`src/rtl/alu_result_bcd_pkg.sv`:
```
// Shared constants and types for the signed-result to two-digit BCD converter.
package alu_result_bcd_pkg;

  localparam int N_BITS = 6;
  localparam int BCD_W  = 4;
  localparam int CNT_W  = 3;

  localparam logic [BCD_W-1:0] ADD3_THRESH = 4'd5;
  localparam logic [BCD_W-1:0] ADD3_CORR   = 4'd3;
  localparam logic [CNT_W-1:0] LAST_SHIFT  = 3'd5;

  typedef enum logic [1:0] {
    IDLE = 2'd0,
    CONV = 2'd1,
    DONE = 2'd2
  } state_t;

endpackage

```
`src/rtl/alu_result_bcd_add3_cell.sv`:
```
// Double-dabble digit correction: digits of 5 or more get 3 added before the shift.
module bcd_add3_cell
  import alu_result_bcd_pkg::*;
(
  input  logic [BCD_W-1:0] digit_in,
  output logic [BCD_W-1:0] digit_out
);

  always_comb begin
    if (digit_in >= ADD3_THRESH) begin
      digit_out = digit_in + ADD3_CORR;
    end else begin
      digit_out = digit_in;
    end
  end

endmodule

```
`src/rtl/alu_result_bcd.sv`:
```
// Converts one 6-bit two's-complement ALU result into a sign flag plus tens/units
// BCD digits using a six-step shift-and-add-3 sequence behind valid/ready handshakes.
module alu_result_bcd
  import alu_result_bcd_pkg::*;
(
  input  logic              clk,
  input  logic              rst_n,
  input  logic [N_BITS-1:0] dato,
  input  logic              in_valid,
  output logic              in_ready,
  output logic              signo,
  output logic [BCD_W-1:0]  decenas,
  output logic [BCD_W-1:0]  unidades,
  output logic              out_valid,
  input  logic              out_ready
);

  state_t             state_q, state_d;
  logic [N_BITS-1:0]  mag_q, mag_d;
  logic [7:0]         bcd_q, bcd_d;
  logic [CNT_W-1:0]   cnt_q, cnt_d;
  logic               sign_q, sign_d;
  logic               signo_q, signo_d;
  logic [BCD_W-1:0]   decenas_q, decenas_d;
  logic [BCD_W-1:0]   unidades_q, unidades_d;
  logic               out_valid_q, out_valid_d;
  logic               in_ready_q, in_ready_d;

  logic [N_BITS:0]    mag7_s;
  logic [BCD_W-1:0]   tens_adj_s, units_adj_s;
  logic [7:0]         bcd_shift_s;

  // One extra bit so that -32 negates cleanly to +32.
  assign mag7_s = dato[N_BITS-1] ? (~{dato[N_BITS-1], dato} + 7'd1) : {1'b0, dato};

  bcd_add3_cell u_tens  (.digit_in(bcd_q[7:4]), .digit_out(tens_adj_s));
  bcd_add3_cell u_units (.digit_in(bcd_q[3:0]), .digit_out(units_adj_s));

  assign bcd_shift_s = {tens_adj_s[2:0], units_adj_s, mag_q[N_BITS-1]};

  always_comb begin
    state_d     = state_q;
    mag_d       = mag_q;
    bcd_d       = bcd_q;
    cnt_d       = cnt_q;
    sign_d      = sign_q;
    signo_d     = signo_q;
    decenas_d   = decenas_q;
    unidades_d  = unidades_q;
    out_valid_d = out_valid_q;
    in_ready_d  = in_ready_q;
    case (state_q)
      IDLE: begin
        if (in_valid && in_ready_q) begin
          sign_d     = dato[N_BITS-1];
          mag_d      = mag7_s[N_BITS-1:0];
          bcd_d      = 8'd0;
          cnt_d      = 3'd0;
          in_ready_d = 1'b0;
          state_d    = CONV;
        end else begin
          in_ready_d = 1'b1;
        end
      end
      CONV: begin
        mag_d = {mag_q[N_BITS-2:0], 1'b0};
        bcd_d = bcd_shift_s;
        cnt_d = cnt_q + 3'd1;
        // Results are published from the final shift so out_valid rises with the data.
        if (cnt_q == LAST_SHIFT) begin
          signo_d     = sign_q;
          decenas_d   = bcd_shift_s[7:4];
          unidades_d  = bcd_shift_s[3:0];
          out_valid_d = 1'b1;
          state_d     = DONE;
        end else begin
          state_d = CONV;
        end
      end
      DONE: begin
        if (out_valid_q && out_ready) begin
          out_valid_d = 1'b0;
          in_ready_d  = 1'b1;
          state_d     = IDLE;
        end else begin
          out_valid_d = 1'b1;
        end
      end
      default: begin
        out_valid_d = 1'b0;
        in_ready_d  = 1'b1;
        state_d     = IDLE;
      end
    endcase
  end

  always_ff @(posedge clk or negedge rst_n) begin
    if (!rst_n) begin
      state_q     <= IDLE;
      mag_q       <= 6'd0;
      bcd_q       <= 8'd0;
      cnt_q       <= 3'd0;
      sign_q      <= 1'b0;
      signo_q     <= 1'b0;
      decenas_q   <= 4'd0;
      unidades_q  <= 4'd0;
      out_valid_q <= 1'b0;
      in_ready_q  <= 1'b1;
    end else begin
      state_q     <= state_d;
      mag_q       <= mag_d;
      bcd_q       <= bcd_d;
      cnt_q       <= cnt_d;
      sign_q      <= sign_d;
      signo_q     <= signo_d;
      decenas_q   <= decenas_d;
      unidades_q  <= unidades_d;
      out_valid_q <= out_valid_d;
      in_ready_q  <= in_ready_d;
    end
  end

  assign in_ready  = in_ready_q;
  assign out_valid = out_valid_q;
  assign signo     = signo_q;
  assign decenas   = decenas_q;
  assign unidades  = unidades_q;

endmodule

```
`config.mk`:
```
export PLATFORM = sky130hd
export DESIGN_NAME = alu_result_bcd
export DESIGN_NICKNAME = d
export VERILOG_FILES = /design/src/rtl/alu_result_bcd_pkg.sv /design/src/rtl/alu_result_bcd_add3_cell.sv /design/src/rtl/alu_result_bcd.sv
export SDC_FILE = /design/constraint.sdc
export NUM_CORES = 1
export LEC_CHECK = 0
export CORE_MARGIN = 2
export CORE_UTILIZATION = 25
export DETAILED_ROUTE_END_ITERATION = 16
export PLACE_DENSITY_LB_ADDON = 0.12
export SKIP_LAST_GASP = 1
export SLEW_MARGIN = 20
export SYNTH_ARGS = -nofsm -noshare
export SYNTH_HDL_FRONTEND = slang
export SYNTH_SLANG_ARGS = --single-unit
```
`constraint.sdc`:
```
create_clock -name clk -period 1.5 [get_ports clk]
set_input_delay 0.3 -clock clk [delete_from_list [all_inputs] [get_ports clk]]
set_output_delay 0.3 -clock clk [all_outputs]
set_load 0.01 [all_outputs]
```
Yosys cells after proc, flatten, opt, wreduce, memory -nomap -nowiden. Cells that the tools add are included.

Logic and storage cells: 54. Output and inout port bits: 11. Bits in registers: 31. Input bits: 10.

$add $sub $neg: 4. Bitwise operators: 3. Equality and inequality tests: 6. Muxes and demuxes: 19. Reductions and logical operators: 10. $lt $le $gt $ge: 2.

Operator list (count): one-hot mux 8 bit (2 select lines) (1); 2-to-1 mux 6 bit (2); one-hot mux 6 bit (2 select lines) (1); AND reduction 2 bit (6); >= comparator 4 x 3 -> 1 bit, second input constant (2); 2-to-1 mux 8 bit (1); adder 6 x 1 -> 6 bit, second input constant (1); 2-to-1 mux 2 bit (3); 2-to-1 mux 3 bit (2); inequality test 2 bit, second input constant (3); inverter 6 bit (1); one-hot mux 1 bit (3 select lines) (2); one-hot mux 2 bit (3 select lines) (1); one-hot mux 3 bit (2 select lines) (1); adder 4 x 2 -> 4 bit, second input constant (1); 2-to-1 mux 1 bit (4); 2-to-1 mux 4 bit (1); adder 3 x 1 -> 3 bit, second input constant (1); adder 3 x 2 -> 3 bit, second input constant (1); equality test 3 bit, second input constant (1); equality test 2 x 1 -> 1 bit, second input constant (1); equality test 2 bit, second input constant (1); logical AND 1 bit (2); zero test 2 bit (1); other kinds (2) (3).

Longest topological paths before layout. Gate-level depths: netlist of the first run.

Depth in word-level cells: 5. Gate-level depth with buffers: 8. Depth with buffers taken out: 6.

By module. Synthesis of the first run repeated with hierarchy kept, for this count alone.

Cells, all modules: 159. Area, all modules: 1667.8 um^2.

Modules (own cells, without submodules): alu_result_bcd (area each 1465.2 um^2, instances 1, cells an instance 127, seq. area each 777.0 um^2); bcd_add3_cell (area each 101.3 um^2, instances 2, cells an instance 16, seq. area each 0.0 um^2).

Worst setup path after synthesis of the first run. OpenSTA, ideal clock, no wires.

Path type: register to register. Start point: reg state_q[0]. End point: reg bcd_q[7]. Cell stages (with the launch flop): 8. Slack: -0.058 ns. Buffers on the path: 1. Data required time: 1.374 ns. Clock period less this slack: 1.558 ns. Library setup time: 0.126 ns. Arrival: 1.432 ns. Cell sequence: dfrtp_1 -> inv_1 -> ha_1 -> a21boi_4 -> nor2b_2 -> buf_6 -> and3_1 -> a221o_1.

Word-level cells in the longest chain between the ends: 3. Elaborated cells between the ends (all ways): 6. Those cells by class: eq/ne: 2; mux: 1; reduce/logical: 3.

RTL lines: start, declared (line alu_result_bcd.sv:18) `state_t state_q, state_d;`; start signal, assigned (line alu_result_bcd.sv:110) `state_q <= state_d;`; equality test 2 x 1 -> 1 bit or zero test 2 bit (tied branches) (line alu_result_bcd.sv:52) `case (state_q)`; nonzero test 2 bit (no line) or inequality test 2 bit (tied branches); AND reduction 2 bit (no line); end signal, assigned (line alu_result_bcd.sv:101) `bcd_q <= 8'd0;`; end signal, assigned (line alu_result_bcd.sv:112) `bcd_q <= bcd_d;`; end, declared (line alu_result_bcd.sv:20) `logic [7:0] bcd_q, bcd_d;`.

Several ways; a longest one is shown, not always the timed one. A chain may end at the register's enable or synchronous reset.

Final worst setup path of the first run. Ends and elaborated chain as after synthesis.

==> results of run 1 <==
worst register-to-register path: cells and delay by family (launching register included):
| kind | cells | cell delay [ns] |
|---|---|---|
| AO/OA/AOI/OAI | 2 | 0.47 |
| flip-flops | 1 | 0.42 |
| AND/OR/NAND/NOR | 2 | 0.25 |
| adder cells (fa/ha/maj) | 1 | 0.17 |
| buffers and inverters | 1 | 0.10 |
cells in the mapped netlist, types with 3 or more instances:
cell | number | area, um2
a22oi_1 | 5 | 37.5
inv_1 | 10 | 37.5
o21ai_0 | 19 | 95.1
xnor2_1 | 4 | 35.0
ha_1 | 10 | 125
dfrtp_1 | 30 | 751
a21oi_1 | 7 | 35.0
nor2_1 | 8 | 30.0
mux2i_1 | 3 | 30.0
nor3b_1 | 3 | 22.5
mux2_2 | 5 | 56.3
nand2b_1 | 4 | 25.0
nand2_1 | 16 | 60.1
power breakdown:
group	internal [mW]	total [mW]	leakage [nW]	switching, mW
clock network	0.537	0.843	0.0612	0.306
logic	1.69	3.04	0.753	1.35
registers	1.21	1.50	0.393	0.287
sequential cells by signal, summed over array words and instances, names as in the netlist:
register,count
bcd_q,8
mag_q,6
decenas,4
unidades,4
cnt_q,3
state_q,2
in_ready,1
out_valid,1
sign_q,1
signo,1
metrics by stage:
| step | power (mW) | cell area (um2) | util | instances |
|---|---|---|---|---|
| floorplan | 2.83 | 1600 | - | 154 |
| global placement | 3.85 | 2110 | 0.339 | 278 |
| detailed placement | 3.90 | 2110 | 0.339 | 278 |
| CTS | 4.99 | 2320 | 0.372 | 292 |
| global route | 5.87 | 2490 | 0.400 | 300 |
| finish | 5.38 | 2490 | 0.400 | 300 |
timing repair:
action / CTS / global route
gates resized for setup: 14 / 49
cloned: 0 / 1
hold buffers: 0 / 0
endpoints found under the hold margin: 0 / 0
pin swaps: 3 / 9
setup buffers: 6 / 7
setup endpoints to repair: 20 / 34
logic make-up after synthesis:
logic type	count (synthesis)	synth area share
multiplexers	8	0.0544
adder cells (fa/ha/maj)	10	0.0788
AO/OA/AOI/OAI	39	0.152
flip-flops	31	0.489
buffers and inverters	14	0.0410
AND/OR/NAND/NOR	46	0.151
XOR/XNOR	6	0.0331
worst min-delay path by stage:
| stage | startpoint | to | slack [ns] | cells past startpoint |
|---|---|---|---|---|
| 2_1_floorplan | rst_n | bcd_q[0] | 0.004 | 0 |
| 3_3_place_gp | bcd_q[5] | bcd_q[5] | 0.47 | 2 |
| 3_5_place_dp | decenas[3] | decenas[3] | 0.47 | 2 |
| 4_1_cts | rst_n | out_valid | 0.39 | 2 |
| 5_1_grt | rst_n | out_valid | 0.40 | 2 |
| 6_report | rst_n | out_valid | 0.39 | 2 |
metal layers:
layer / wire (um) / GRT usage / vias to the layer above
met5: 0 / 0 / -
met4: 38 / 0.0308 / 0
met3: 137 / 0.0366 / 5
met2: 1770 / 0.175 / 24
met1: 1750 / 0.148 / 642
li1: - / - / 677
cell type report:
type	instances	area, um2
fillers	645	3750
multi-input cells	109	887
flip-flops and latches	31	777
repair buffers	65	578
well taps	77	96.3
clock buffers	6	82.6
inverters	10	37.5
clock inverters	2	35.0
==> impl_metrics.yaml, run 1 <==
run_status:
  status: "finished with violations"
  violations: "setup timing"
setup_path:
  critPathLaunchType: "flip-flop"
  regToRegEndpoint: "bcd_q[7]"
  r2r_start: "state_q[0]"
  worst_setup_path_end_kind: "flip-flop"
  cp.depth: 6
  worstPathCellList: "inv_2 -> ha_4 -> a21boi_4 -> nor2b_4 -> and3_4 -> a221o_1"
  cp_num_buf_inv: 1
  rrSetupSlack_ns: -0.02
  critPathKind: "reg -> reg"
  critPathCapture: "bcd_q[7]"
  cp.arrival_ns: 1.68
  startpoint: "state_q[0]"
  slowest_stage: "dfrtp_1"
  cp.required_ns: 1.66
  path_delay_family: "compound AO/OA/AOI/OAI gates"
  reg2regPathDepth: 6
  max_stage_delay_ns: 0.42
  worst-path-max-fanout: 7
floorplan:
  die_w_um: 83.7
  core-area_um2: 6240
  start_util: 0.254
  floorplan.rows: 29
  die_h_um: 83.7
  num_io_pins: 21
  die_area_um2: 7000
synth:
  ys_seq_area_frac: 0.489
  synth_seq_cells: 31
  synth_warnings: 0
  synth_flop_cell: "dfrtp_1"
  syn_nets: 174
  ys_types: 36
  synth_async_sr_flop_share: 1.00
  syn_avg_cell_area_um2: 10.3
  syn_inst: 154
  syn_area_um2: 1590
  synth-edff-count: 0
sta:
  rsz0062_at_grt: "true"
  period_share: 1.01
  max_slew_margin: 0.825
  setup_viol: 1
  fin_crit_ns: 1.52
  fin_tns_setup_ns: -0.0177
  skew_ns: 0.00982
  fin_ws_ns: -0.0177
  timing.fmax_ghz: 0.659
  slew_viol_final: 0
  hold_viol_final: 0
  worstMarginPinSlew_ns: 0.262
  timing.hold.ws_ns: 0.386
cells_and_area:
  area_growth_pct: 57.1
  nNetsFinal: 242
  layout_common_cells: "buf_4, dfrtp_1, nand2_1"
  final_common_cell: "buf_4"
  layout-drive-gt1-share: 0.413
  antenna_cells: 0
placement:
  portBuffers: 20
  gp_congestion: 0.727
  place_ws_ns: -0.232
  dp_hpwl_um: 2610
flow_run:
  drv_cap: 0
clocking:
  clk_latency_ns: 0.28
  clk_pin_slew_worst_paths_ns: 0.07
  htree_levels: 2
  cts_made_buffers: 5
  clk_path_buf_depth: 2
  root_buffer: "clkbuf_8"
  cts_tree: "done"
  cts_sinks: 31
global_routing:
  track_usage: 0.112
  grt_pass1_vias: 1344
  grt_pass1_wl_um: 6290
  grt_overflow_total: 0
  grt_max_degree: 32
  antenna_found_initial: 0
detailed_routing:
  wl_um: 3690
  drc: 0
  vias_per_cell: 4.49
  wl_per_cell_um: 12.3
  drtIter0Drc: 52
  drt-pass1-iter-count: 4
  num_vias: 1348
  final_antenna_net_count: 0
min_path:
  hold_path.class: "in -> async"
power_and_ir_drop:
  p_per_area_nw_per_um2: 2160
  ir_worst_vdd_mv: 0.596
  p_leak_nw: 1.21
Power figures use the tool's default switching activity.
==> inputs of run 2 (changes only) <==
SLEW_MARGIN = default   (was 20)
==> results of run 2 <==
The final DEF is identical to that of run 1; final timing and power are the same.
==> inputs of run 3 (changes only) <==
CORE_UTILIZATION = 49   (was 25)
SYNTH_HIERARCHICAL = 1   (was default)
==> run 3 against run 2 <==
Compared with the run above: setup slack improved by 0.060 ns; largest power group unchanged; cell area down 7.4%; the flow now finishes without violations; total power down 1.8%; critical path depth is 1 lower; highest routed layer unchanged; non-clock buffer count fell by 23; combinational power increased by 5%; sequential share of layout area up 2.6 points; critical path type unchanged; hold slack worse by 0.058 ns; clock power fell by 34%.
==> impl_metrics.yaml, run 3 <==
synth:
  synth_warnings: 6
  syn_nets: 175
  syn_avg_cell_area_um2: 10.6
  syn_area_um2: 1650
  syn_inst: 155
setup_path:
  worst-path-max-fanout: 3
  critPathLaunchType: "flip-flop"
  worst_setup_path_end_kind: "flip-flop"
  cp.required_ns: 1.78
  critPathKind: "reg -> reg"
  cp.arrival_ns: 1.73
power_and_ir_drop:
  p_sw_mw: 2.06
  clockPowerShare: 0.106
  p_per_area_nw_per_um2: 2290
  total_power_mw: 5.28
  ir_worst_vdd_mv: 1.01
  p_leak_nw: 1.07
  swShare: 0.389
  intPower_mw: 3.23
  power_frac_seq: 0.292
  p_comb_frac: 0.602
placement:
  portBuffers: 20
  dp_hpwl_um: 2400
  gp_congestion: 0.809
  place_area_um2: 2020
cells_and_area:
  layout-drive-gt1-share: 0.340
  final_common_cell: "dfrtp_1"
  largest_register_ffs: 8
  stdcell_area_um2: 2310
  reg_top3: "bcd_q x8, mag_q x6"
  antenna_cells: 0
  final_util: 0.703
  nNetsFinal: 219
  layout_common_cells: "dfrtp_1, nand2_1, buf_4"
  area_growth_pct: 40.1
  top_register: "bcd_q"
sta:
  timing.fmax_ghz: 0.686
  setup_viol: 0
  slew_viol_final: 0
  max_slew_margin: 0.757
  worstMarginPinSlew_ns: 0.361
  period_share: 0.972
  skew_ns: 0.00546
  rsz0062_at_grt: "true"
  fin_crit_ns: 1.46
  hold_viol_final: 0
clocking:
  clk_latency_ns: 0.33
  cts_made_buffers: 5
  htree_levels: 2
  cts_tree: "done"
  clk_path_buf_depth: 2
  clk_pin_slew_worst_paths_ns: 0.09
  root_buffer: "clkbuf_4"
  cts_hold_buf: 0
  cts_sinks: 31
floorplan:
  core-area_um2: 3280
  start_util: 0.502
  num_io_pins: 21
  floorplan.rows: 21
  die_h_um: 62.0
  die_area_um2: 3840
  die_w_um: 62.0
detailed_routing:
  wl_per_cell_um: 14.2
  drt-pass1-iter-count: 4
  vias_per_cell: 5.15
  drc: 0
  num_vias: 1266
  wl_um: 3490
  final_antenna_net_count: 0
  drtIter0Drc: 58
min_path:
  hold_path.class: "in -> async"
flow_run:
  drv_cap: 0
global_routing:
  grt_pass1_wl_um: 5510
  grt_max_degree: 32
  track_usage: 0.203
  grt_pass1_vias: 1287
  antenna_found_initial: 0
  grt_overflow_total: 0
run_status:
  status: "complete, no violations"
[run 3: per-layer routing]
layer  wire length, um  global-route usage  part of all wire
met1              1480               0.243              0.42
met2              1810               0.330              0.52
met3               126              0.0497             0.036
met4                76               0.116             0.022
met5                 0                   0                 0
[run 3: path summary, 6_finish.rpt]
check                      depth (start not counted)        start  slack, ns           to
hold reg to reg                                    2  unidades[0]       0.48  unidades[0]
setup reg to reg                                   5     bcd_q[4]       0.04   decenas[2]
hold / removal                                     2        rst_n       0.33     mag_q[0]
min in group clk                                   2  unidades[0]       0.48  unidades[0]
setup / recovery                                   5     bcd_q[4]       0.04   decenas[2]
max in group asynchronous                          2        rst_n       0.94     in_ready
[run 3: what timing repair did]
action,4_1_cts,5_1_grt
gates resized for setup,17,40
endpoints found under the hold margin,0,0
setup endpoints to repair,32,25
pin swaps,2,8
cloned,0,0
setup buffers,1,3
[run 3: stage by stage]
stage          setup TNS, ns  cells  setup WS, ns  hold slack (ns)
3_3_place_gp           -1.36    234        -0.159            0.464
6_report                   0    246        0.0427            0.328
3_5_place_dp           -2.35    234        -0.227            0.473
2_1_floorplan              0    155        0.0519          0.00441
5_1_grt             -0.00897    246      -0.00404            0.316
4_1_cts              -0.0619    243       -0.0419            0.312
[run 3: final cells by class]
cell class	count	area [um2]
multi-input cells	107	958
clock buffers	8	68.8
repair buffers	42	400
fillers	249	976
flip-flops and latches	31	778
well taps	46	57.6
inverters	12	45.0
[run 3: power groups by stage]
stage	logic, mW	clock network, mW	registers (mW)
3_3_place_gp	2.50	0	1.50
2_1_floorplan	1.63	0	1.54
5_1_grt	3.47	0.630	1.59
4_1_cts	2.61	0.589	1.51
3_5_place_dp	2.59	0	1.52
6_report	3.18	0.558	1.54
[run 3: worst max-delay path, cell delays in order, from the launching register on]
cell and delay (ns):
dfrtp_1 0.43, ha_1 0.22, nand2b_4 0.15, a21oi_4 0.18, mux2i_2 0.26, mux2_4 0.18
